`src/rtl/tx_scheduler_if.sv`:
```
// Request/handshake bundle between the protocol layer, the tx block and tx_scheduler.
// The pkt_count/err_count statistics exist only when TX_SCHED_STATS_EN is defined.
interface tx_scheduler_if;
   logic        hs_req;
   logic [1:0]  hs_type;
   logic        data_req;
   logic        clear_toggle;
   logic        tx_transfer_active;
   logic        tx_error;
   logic [2:0]  tx_packet;
   logic        hs_done;
   logic        data_done;
   logic        done_err;
   logic        data_toggle;
   logic        busy;
`ifdef TX_SCHED_STATS_EN
   logic [15:0] pkt_count;
   logic [7:0]  err_count;
`endif

   modport master (
      output hs_req, hs_type, data_req, clear_toggle, tx_transfer_active, tx_error,
      input  tx_packet, hs_done, data_done, done_err, data_toggle, busy
`ifdef TX_SCHED_STATS_EN
      , input pkt_count, err_count
`endif
   );

   modport slave (
      input  hs_req, hs_type, data_req, clear_toggle, tx_transfer_active, tx_error,
      output tx_packet, hs_done, data_done, done_err, data_toggle, busy
`ifdef TX_SCHED_STATS_EN
      , output pkt_count, err_count
`endif
   );
endinterface

```
`src/rtl/tx_scheduler.sv`:
```
// USB transmit scheduler: arbitrates handshake vs data packets, tracks each packet on the
// tx block, enforces the inter-packet gap and owns the DATA0/DATA1 toggle (stats: TX_SCHED_STATS_EN).
module tx_scheduler #(
   parameter int IPG_CYCLES    = 16,
   parameter int START_TIMEOUT = 64
) (
   input logic           clk,
   input logic           rst,
   tx_scheduler_if.slave bus
);

   localparam logic [2:0] PKT_IDLE  = 3'd0;
   localparam logic [2:0] PKT_DATA0 = 3'd1;
   localparam logic [2:0] PKT_DATA1 = 3'd2;
   localparam logic [2:0] PKT_ACK   = 3'd3;
   localparam logic [2:0] PKT_NAK   = 3'd4;
   localparam logic [2:0] PKT_STALL = 3'd5;

   localparam int WAIT_W = $clog2(START_TIMEOUT + 1);
   localparam int GAP_W  = $clog2(IPG_CYCLES + 1);
   localparam logic [WAIT_W-1:0] WAIT_LAST = WAIT_W'(START_TIMEOUT - 1);
   localparam logic [GAP_W-1:0]  GAP_LAST  = GAP_W'(IPG_CYCLES - 1);

   typedef enum logic [2:0] {
      S_IDLE       = 3'd0,
      S_ISSUE      = 3'd1,
      S_WAIT_START = 3'd2,
      S_ACTIVE     = 3'd3,
      S_GAP        = 3'd4
   } state_t;

   state_t            state;
   logic [WAIT_W-1:0] wait_cnt;
   logic [GAP_W-1:0]  gap_cnt;
   logic              is_data;
   logic              err_cap;
   logic              toggle;
   logic [2:0]        hs_code;
   logic              finish;
   logic              finish_err;

   assign bus.data_toggle = toggle;

   always_comb begin
      hs_code = PKT_NAK;
      case (bus.hs_type)
         2'd0:    hs_code = PKT_ACK;
         2'd2:    hs_code = PKT_STALL;
         default: hs_code = PKT_NAK;
      endcase
   end

   // wait_cnt counts clocks since the issue cycle, so the timeout lands START_TIMEOUT clocks after it
   always_comb begin
      finish     = 1'b0;
      finish_err = 1'b0;
      case (state)
         S_WAIT_START: begin
            if (!bus.tx_transfer_active && wait_cnt == WAIT_LAST) begin
               finish     = 1'b1;
               finish_err = 1'b1;
            end
         end
         S_ACTIVE: begin
            if (!bus.tx_transfer_active) begin
               finish     = 1'b1;
               finish_err = err_cap | bus.tx_error;
            end
         end
         default: ;
      endcase
   end

   always_ff @(posedge clk) begin
      if (rst) begin
         state         <= S_IDLE;
         wait_cnt      <= '0;
         gap_cnt       <= '0;
         is_data       <= 1'b0;
         err_cap       <= 1'b0;
         toggle        <= 1'b0;
         bus.tx_packet <= PKT_IDLE;
         bus.hs_done   <= 1'b0;
         bus.data_done <= 1'b0;
         bus.done_err  <= 1'b0;
         bus.busy      <= 1'b0;
`ifdef TX_SCHED_STATS_EN
         bus.pkt_count <= '0;
         bus.err_count <= '0;
`endif
      end else begin
         bus.tx_packet <= PKT_IDLE;
         bus.hs_done   <= 1'b0;
         bus.data_done <= 1'b0;
         bus.done_err  <= 1'b0;

         if (finish) begin
            bus.hs_done   <= ~is_data;
            bus.data_done <= is_data;
            bus.done_err  <= finish_err;
`ifdef TX_SCHED_STATS_EN
            if (bus.pkt_count != '1)
               bus.pkt_count <= bus.pkt_count + 16'd1;
            if (finish_err && bus.err_count != '1)
               bus.err_count <= bus.err_count + 8'd1;
`endif
         end

         // A SETUP-driven clear beats a flip landing on the same edge
         if (bus.clear_toggle)
            toggle <= 1'b0;
         else if (finish && is_data && !finish_err)
            toggle <= ~toggle;

         case (state)
            S_IDLE: begin
               if (bus.hs_req) begin
                  is_data       <= 1'b0;
                  bus.tx_packet <= hs_code;
                  bus.busy      <= 1'b1;
                  state         <= S_ISSUE;
               end else if (bus.data_req) begin
                  is_data       <= 1'b1;
                  bus.tx_packet <= toggle ? PKT_DATA1 : PKT_DATA0;
                  bus.busy      <= 1'b1;
                  state         <= S_ISSUE;
               end
            end
            S_ISSUE: begin
               wait_cnt <= WAIT_W'(1);
               state    <= S_WAIT_START;
            end
            S_WAIT_START: begin
               if (bus.tx_transfer_active) begin
                  err_cap <= 1'b0;
                  state   <= S_ACTIVE;
               end else if (finish) begin
                  gap_cnt <= '0;
                  state   <= S_GAP;
               end else begin
                  wait_cnt <= wait_cnt + WAIT_W'(1);
               end
            end
            S_ACTIVE: begin
               if (bus.tx_error)
                  err_cap <= 1'b1;
               if (finish) begin
                  gap_cnt <= '0;
                  state   <= S_GAP;
               end
            end
            S_GAP: begin
               if (gap_cnt == GAP_LAST) begin
                  bus.busy <= 1'b0;
                  state    <= S_IDLE;
               end else begin
                  gap_cnt <= gap_cnt + GAP_W'(1);
               end
            end
            default: begin
               bus.busy <= 1'b0;
               state    <= S_IDLE;
            end
         endcase
      end
   end

endmodule

```
`src/flat_wrapper.sv`:
```
// flat-port wrapper written by rule: the top's interface ports become plain ports
module tx_scheduler_flat 
#(
   parameter int IPG_CYCLES    = 16,
   parameter int START_TIMEOUT = 64
)
  (clk, rst, bus_hs_req, bus_hs_type, bus_data_req, bus_clear_toggle, bus_tx_transfer_active, bus_tx_error, bus_tx_packet, bus_hs_done, bus_data_done, bus_done_err, bus_data_toggle, bus_busy);
  tx_scheduler_if bus_i ();
  input logic clk;
  input logic rst;
  input wire logic [$bits(bus_i.hs_req)-1:0] bus_hs_req;
  input wire logic [$bits(bus_i.hs_type)-1:0] bus_hs_type;
  input wire logic [$bits(bus_i.data_req)-1:0] bus_data_req;
  input wire logic [$bits(bus_i.clear_toggle)-1:0] bus_clear_toggle;
  input wire logic [$bits(bus_i.tx_transfer_active)-1:0] bus_tx_transfer_active;
  input wire logic [$bits(bus_i.tx_error)-1:0] bus_tx_error;
  output wire logic [$bits(bus_i.tx_packet)-1:0] bus_tx_packet;
  output wire logic [$bits(bus_i.hs_done)-1:0] bus_hs_done;
  output wire logic [$bits(bus_i.data_done)-1:0] bus_data_done;
  output wire logic [$bits(bus_i.done_err)-1:0] bus_done_err;
  output wire logic [$bits(bus_i.data_toggle)-1:0] bus_data_toggle;
  output wire logic [$bits(bus_i.busy)-1:0] bus_busy;
  assign bus_i.hs_req = bus_hs_req;
  assign bus_i.hs_type = bus_hs_type;
  assign bus_i.data_req = bus_data_req;
  assign bus_i.clear_toggle = bus_clear_toggle;
  assign bus_i.tx_transfer_active = bus_tx_transfer_active;
  assign bus_i.tx_error = bus_tx_error;
  assign bus_tx_packet = bus_i.tx_packet;
  assign bus_hs_done = bus_i.hs_done;
  assign bus_data_done = bus_i.data_done;
  assign bus_done_err = bus_i.done_err;
  assign bus_data_toggle = bus_i.data_toggle;
  assign bus_busy = bus_i.busy;
  tx_scheduler #(.IPG_CYCLES(IPG_CYCLES), .START_TIMEOUT(START_TIMEOUT)) u_core (.clk(clk), .rst(rst), .bus(bus_i));
endmodule
```
`config.mk`:
```
export PLATFORM = sky130hd
export DESIGN_NAME = tx_scheduler_flat
export DESIGN_NICKNAME = d
export VERILOG_FILES = /design/src/rtl/tx_scheduler_if.sv /design/src/rtl/tx_scheduler.sv /design/src/flat_wrapper.sv
export SDC_FILE = /design/constraint.sdc
export NUM_CORES = 1
export LEC_CHECK = 0
export ABC_CLOCK_PERIOD_IN_PS = 3200
export BUFFER_PORTS_ARGS = -buffer_cell sky130_fd_sc_hd__buf_2
export CORE_UTILIZATION = 59
export DETAILED_ROUTE_END_ITERATION = 16
export PLACE_DENSITY = 0.81
export SLEW_MARGIN = 10
export SYNTH_ARGS = -nofsm -noshare
export SYNTH_HDL_FRONTEND = slang
export SYNTH_SLANG_ARGS = --single-unit
```
`constraint.sdc`:
```
create_clock -name clk -period 3.2 [get_ports clk]
set_input_delay 0.48 -clock clk [delete_from_list [all_inputs] [get_ports clk]]
set_output_delay 0.48 -clock clk [all_outputs]
set_load 0.005 [all_outputs]
```
After elaboration in Yosys (flattened, before gate mapping)

Index checks and enable logic that the tools add are counted.

Register bits: 25
Latch bits: 0
Bits in writable memories: 0
ROM bits: 0
Bits of input ports: 9
Output and inout port bits: 8
Memories kept: 0

$add $sub $neg: 2
$mul: 0
Divide/modulo/power cells: 0
Order comparisons: 0
Equal/unequal tests: 14
Shift-type cells: 0
Mux-type cells: 30
Bitwise logic cells: 6
Reduce and logical (&&, ||, !) cells: 21

Operator list:

| kind                  | count |
|---|---|
| $mux W3               | 7 |
| $mux W5               | 3 |
| $pmux W3 S5           | 1 |
| $pmux W5 S3           | 1 |
| $mux W7               | 2 |
| $pmux W7 S2           | 1 |
| $reduce_and A3 Y1     | 4 |
| $ne A2 B2 Y1 const B  | 5 |
| $mux W1               | 9 |
| $add A7 B1 Y7 const B | 1 |
| $eq A7 B6 Y1 const B  | 1 |
| $eq A3 B2 Y1 const B  | 2 |
| $pmux W1 S2           | 3 |
| $pmux W3 S2           | 1 |
| $reduce_bool A2 Y1    | 3 |
| $reduce_or A2 Y1      | 3 |
| $add A5 B1 Y5 const B | 1 |
| $eq A5 B4 Y1 const B  | 1 |
| $not A1 Y1            | 5 |
| $reduce_and A2 Y1     | 2 |
| $eq A3 B1 Y1 const B  | 1 |
| $eq A3 B3 Y1 const B  | 1 |
| $logic_and A1 B1 Y1   | 3 |
| $logic_not A3 Y1      | 1 |
| other kinds (10)      | 11 |

Logic depth before layout (Yosys ltp)

Depth in word-level cells: 7
Mapped depth: 7
Gate-level depth less buffers: 7

Worst setup path after synthesis

Ideal clock, no wire load.

Kind: register to register
From: register u_core.gap_cnt[0]
To: register u_core.gap_cnt[4]
Arrival time: 1.631 ns
Data required time: 3.097 ns
Setup slack: 1.466 ns
Stages on the path, launching flop included: 7
Path buffers: 0
Period minus slack after synthesis: 1.734 ns
Path through: dfxtp_1 > ha_1 > and3_1 > ha_1 > nor4b_4 > nor2_1 > a2111oi_2

Longest elaborated chain between the ends: 3
Elaborated cells on any way between the ends: 6
Classes of those cells: 1 x add/sub; 2 x eq/ne; 2 x mux; 1 x reduce/logical

Ends and longest elaborated chain:

| element                                          | line                                     | source |
|---|---|---|
| start: declaration                               | tx_scheduler.sv:34                       | `logic [GAP_W-1:0] gap_cnt;` |
| start signal: assignment                         | tx_scheduler.sv:157                      | `gap_cnt <= gap_cnt + GAP_W'(1);` |
| $add A5 B1 Y5 or $eq A5 B4 Y1 (tied branches)    | tx_scheduler.sv:157, tx_scheduler.sv:153 |  |
| $mux W5 or $ne A2 B2 Y1 (tied branches)          | -                                        |  |
| $pmux W5 S3 or $reduce_and A3 Y1 (tied branches) | -                                        |  |

Several ways; a longest one is shown, not always the timed one. The select of a mux whose other input is x is not followed.
A chain may end at the register's enable or synchronous reset.

Final worst setup path

Ends and elaborated chain as after synthesis.

==> out/metrics.cfg <==
[outcome]
status = complete, no violations

[floorplan]
pin_count = 17
dieArea_mm2 = 0.00224
std_cell_rows = 16
core_region_area_mm2 = 0.00194
start_util_pct = 62.4
dieWidth_um = 47.3
fp.dieH_um = 47.3

[yosys]
ys_types = 44
syn_inst = 133
yosysWarnings = 0
syn-cell-area_mm2 = 0.00121
syn_avg_cell_area_um2 = 9.12
synth.ff_latch_count = 25
yosysSeqAreaShare_pct = 41.3
syn_nets = 145

[drt]
drtAntennaViolNets = 0
drc = 0
wl_mm = 2.28
wl_per_cell_um = 13.1
num_vias = 1035
drt-pass1-iter-count = 4
vias_per_cell = 5.95
drt_iter0_drc = 29

[clock_network]
root_buffer = clkbuf_4
clock_latency_ns = 0.32
cts_buffer_depth = 2
post_cts_resized = 0
clk_pin_slew_worst_paths_ns = 0.13
clkSinkCount = 25
cts_hold_buf = 0
cts_buffers = 3
postCtsSetupBuffers = 0
htree_levels = 1
cts_tree = done

[power]
power.leakage_nw = 0.470
cellPowerDensity_mw_per_mm2 = 453
ir_drop_uv = 267

[layout]
insertedDiodeCount = 0
seqCellArea_um2 = 500
final_common_cell = dfxtp_1
final_cell_mix = 25 x dfxtp_1, 16 x buf_2, 12 x a21oi_1, 12 x nor2_1, 10 x nand2_1
fin_nets = 160
final_cells = 174
synthToLayoutAreaGrowth_pct = 8.67
multiInputGateArea_um2 = 666
fill_cells = 165
drive_above_1_share_pct = 18.4

[sta]
fin_setup_tns_ns = 0
rsz0062_at_grt = false
hold_viol = 0
tightest_slew_ns = 0.602
finalMaxSlewViolations = 0
setup_viol = 0
finClkSkew_ns = 0.00188
slew_headroom_pct = 59.8
timing.fmax_mhz = 529
finalCritPeriodShare_pct = 59.1
period_needed_ns = 1.89

[grt]
grt_usage_pct = 23.3
grt-ovfl-total = 0
grt_pass1_vias = 866
antenna_found_initial = 0
grt_max_degree = 23
grt_pass1_wl_mm = 3.65

[setup_path]
cp-end-kind = register
crit_path_start_kind = register
path_max_fanout = 6
critical-path-slowest-cell = nor4b_4
path_cells = ha_1 > and3_1 > ha_1 > nor4b_4 > nor2_1 > a2111oi_2
crit_top_cell = ha_1
required_ns = 3.43
max_stage_delay_ns = 0.38
crit_type = register to register
arrival_ns = 2.12

[place]
io_buffers = 16
place.gp.congestion = 0.845
dp.cells = 170
hpwl_mm = 1.62

[flow_run]
maxCapViolations = 0

[min_path]
worstHoldPathType = primary input to register

[layout make-up]
| class | instances | share of cell area [%] |
|---|---|---|
| flip-flops and latches | 25 | 38.0 |
| inverters | 2 | 0.570 |
| clock buffers | 3 | 1.71 |
| repair buffers | 16 | 6.08 |
| multi-input cells | 100 | 50.5 |
| well taps | 27 | 2.56 |
| clock inverters | 1 | 0.570 |
[worst max-delay path: cells and delay by family (launching register included)]
kind	cells	cell delay [ns]
DFF	1	0.36
AOI/OAI and AO/OA	1	0.34
and+or+nand+nor	3	0.66
adders and majority gates	2	0.45
[cells in the mapped netlist]
| master | number | area share (%) |
|---|---|---|
| dfxtp_1 | 25 | 41 |
| a21oi_1 | 12 | 5.0 |
| nor2_1 | 12 | 3.7 |
| nand2_1 | 10 | 3.1 |
| nor3_1 | 7 | 2.9 |
| nand2b_1 | 4 | 2.1 |
| nand3_1 | 4 | 1.7 |
| nor3b_1 | 4 | 2.5 |
| o211ai_1 | 4 | 2.5 |
| ha_1 | 3 | 3.1 |
| nor2b_1 | 3 | 1.5 |
| xor2_1 | 3 | 2.2 |
| a21boi_1 | 2 | 1.2 |
| buf_6 | 2 | 1.9 |
| clkbuf_1 | 2 | 0.62 |
| inv_1 | 2 | 0.62 |
| mux2i_1 | 2 | 1.7 |
| nand4_1 | 2 | 1.0 |
| nor4_1 | 2 | 1.0 |
| o21a_1 | 2 | 1.2 |
| o31ai_1 | 2 | 1.2 |
| or3_1 | 2 | 1.0 |
| a2111o_1 | 1 | 0.93 |
| a2111oi_0 | 1 | 0.72 |
| a2111oi_2 | 1 | 1.2 |
| a211oi_1 | 1 | 0.62 |
| a2bb2oi_1 | 1 | 0.72 |
| a31oi_1 | 1 | 0.52 |
| and2b_2 | 1 | 0.72 |
| and3_1 | 1 | 0.52 |
| buf_1 | 1 | 0.31 |
| buf_2 | 1 | 0.41 |
| nand3b_1 | 1 | 0.62 |
| nand4b_1 | 1 | 0.72 |
| nor3_2 | 1 | 0.83 |
| nor3b_2 | 1 | 1.0 |
| nor4_2 | 1 | 1.0 |
| nor4b_1 | 1 | 0.72 |
| nor4b_4 | 1 | 2.0 |
| o21ai_2 | 1 | 0.72 |
| o31a_1 | 1 | 0.72 |
| o41ai_1 | 1 | 0.72 |
| or2b_1 | 1 | 0.62 |
| or4_1 | 1 | 0.62 |
[cell families (layout without fill, tap and decap cells)]
family	Yosys count	count (layout)	share of synthesized area, %
AO/OA/AOI/OAI	31	31	18.1
AND/OR/NAND/NOR	61	61	29.9
flip-flops	25	25	41.3
multiplexers	2	2	1.65
buffers and inverters	8	22	3.82
XOR/XNOR	3	3	2.17
adder cells (fa/ha/maj)	3	3	3.10
[state kept, by name, summed over array words and instances, names as in the netlist]
name	count
u_core.err_cap	1
u_core.state	3
u_core.bus.data_toggle	1
u_core.is_data	1
u_core.bus.done_err	1
u_core.bus.busy	1
u_core.gap_cnt	5
u_core.bus.data_done	1
u_core.bus.hs_done	1
u_core.bus.tx_packet	3
u_core.wait_cnt	7
[metrics by stage]
| step | hold WS, ns | setup slack [ns] | instance area (µm²) | power (mW) | util [%] |
|---|---|---|---|---|---|
| floorplan | 0.440 | 1.47 | 1210 | 0.437 | - |
| global placement | 0.465 | 1.40 | 1290 | 0.457 | 66.3 |
| detailed placement | 0.471 | 1.32 | 1290 | 0.460 | 66.3 |
| CTS | 0.286 | 1.29 | 1320 | 0.601 | 67.8 |
| global route | 0.284 | 1.14 | 1320 | 0.631 | 67.8 |
| finish | 0.296 | 1.31 | 1320 | 0.597 | 67.8 |
[routing by layer]
layer  routed length, µm  track usage [%]  vias to the layer above
met3                  73             3.46                        5
met1                1130             32.8                      480
met4                  41             10.3                        0
li1                    -                -                      528
met5                   0                0                        -
met2                1040             35.1                       22
[final timing paths]
kind	from	to	slack [ns]	cells past startpoint
worst max-delay path	u_core.gap_cnt[0]	u_core.gap_cnt[4]	1.31	6
worst min-delay path	bus_clear_toggle	u_core.bus.data_toggle	0.30	2
worst max register to register	u_core.gap_cnt[0]	u_core.gap_cnt[4]	1.31	6
worst min register to register	u_core.wait_cnt[5]	u_core.wait_cnt[5]	0.49	2
[where the power goes]
group          leakage, nW  total [mW]  switching (mW)  internal (mW)
clock network       0.0139       0.142          0.0940         0.0478
logic                0.253       0.103          0.0600         0.0433
registers            0.203       0.352          0.0240          0.328
No activity file was read; power rests on OpenSTA's default activity.
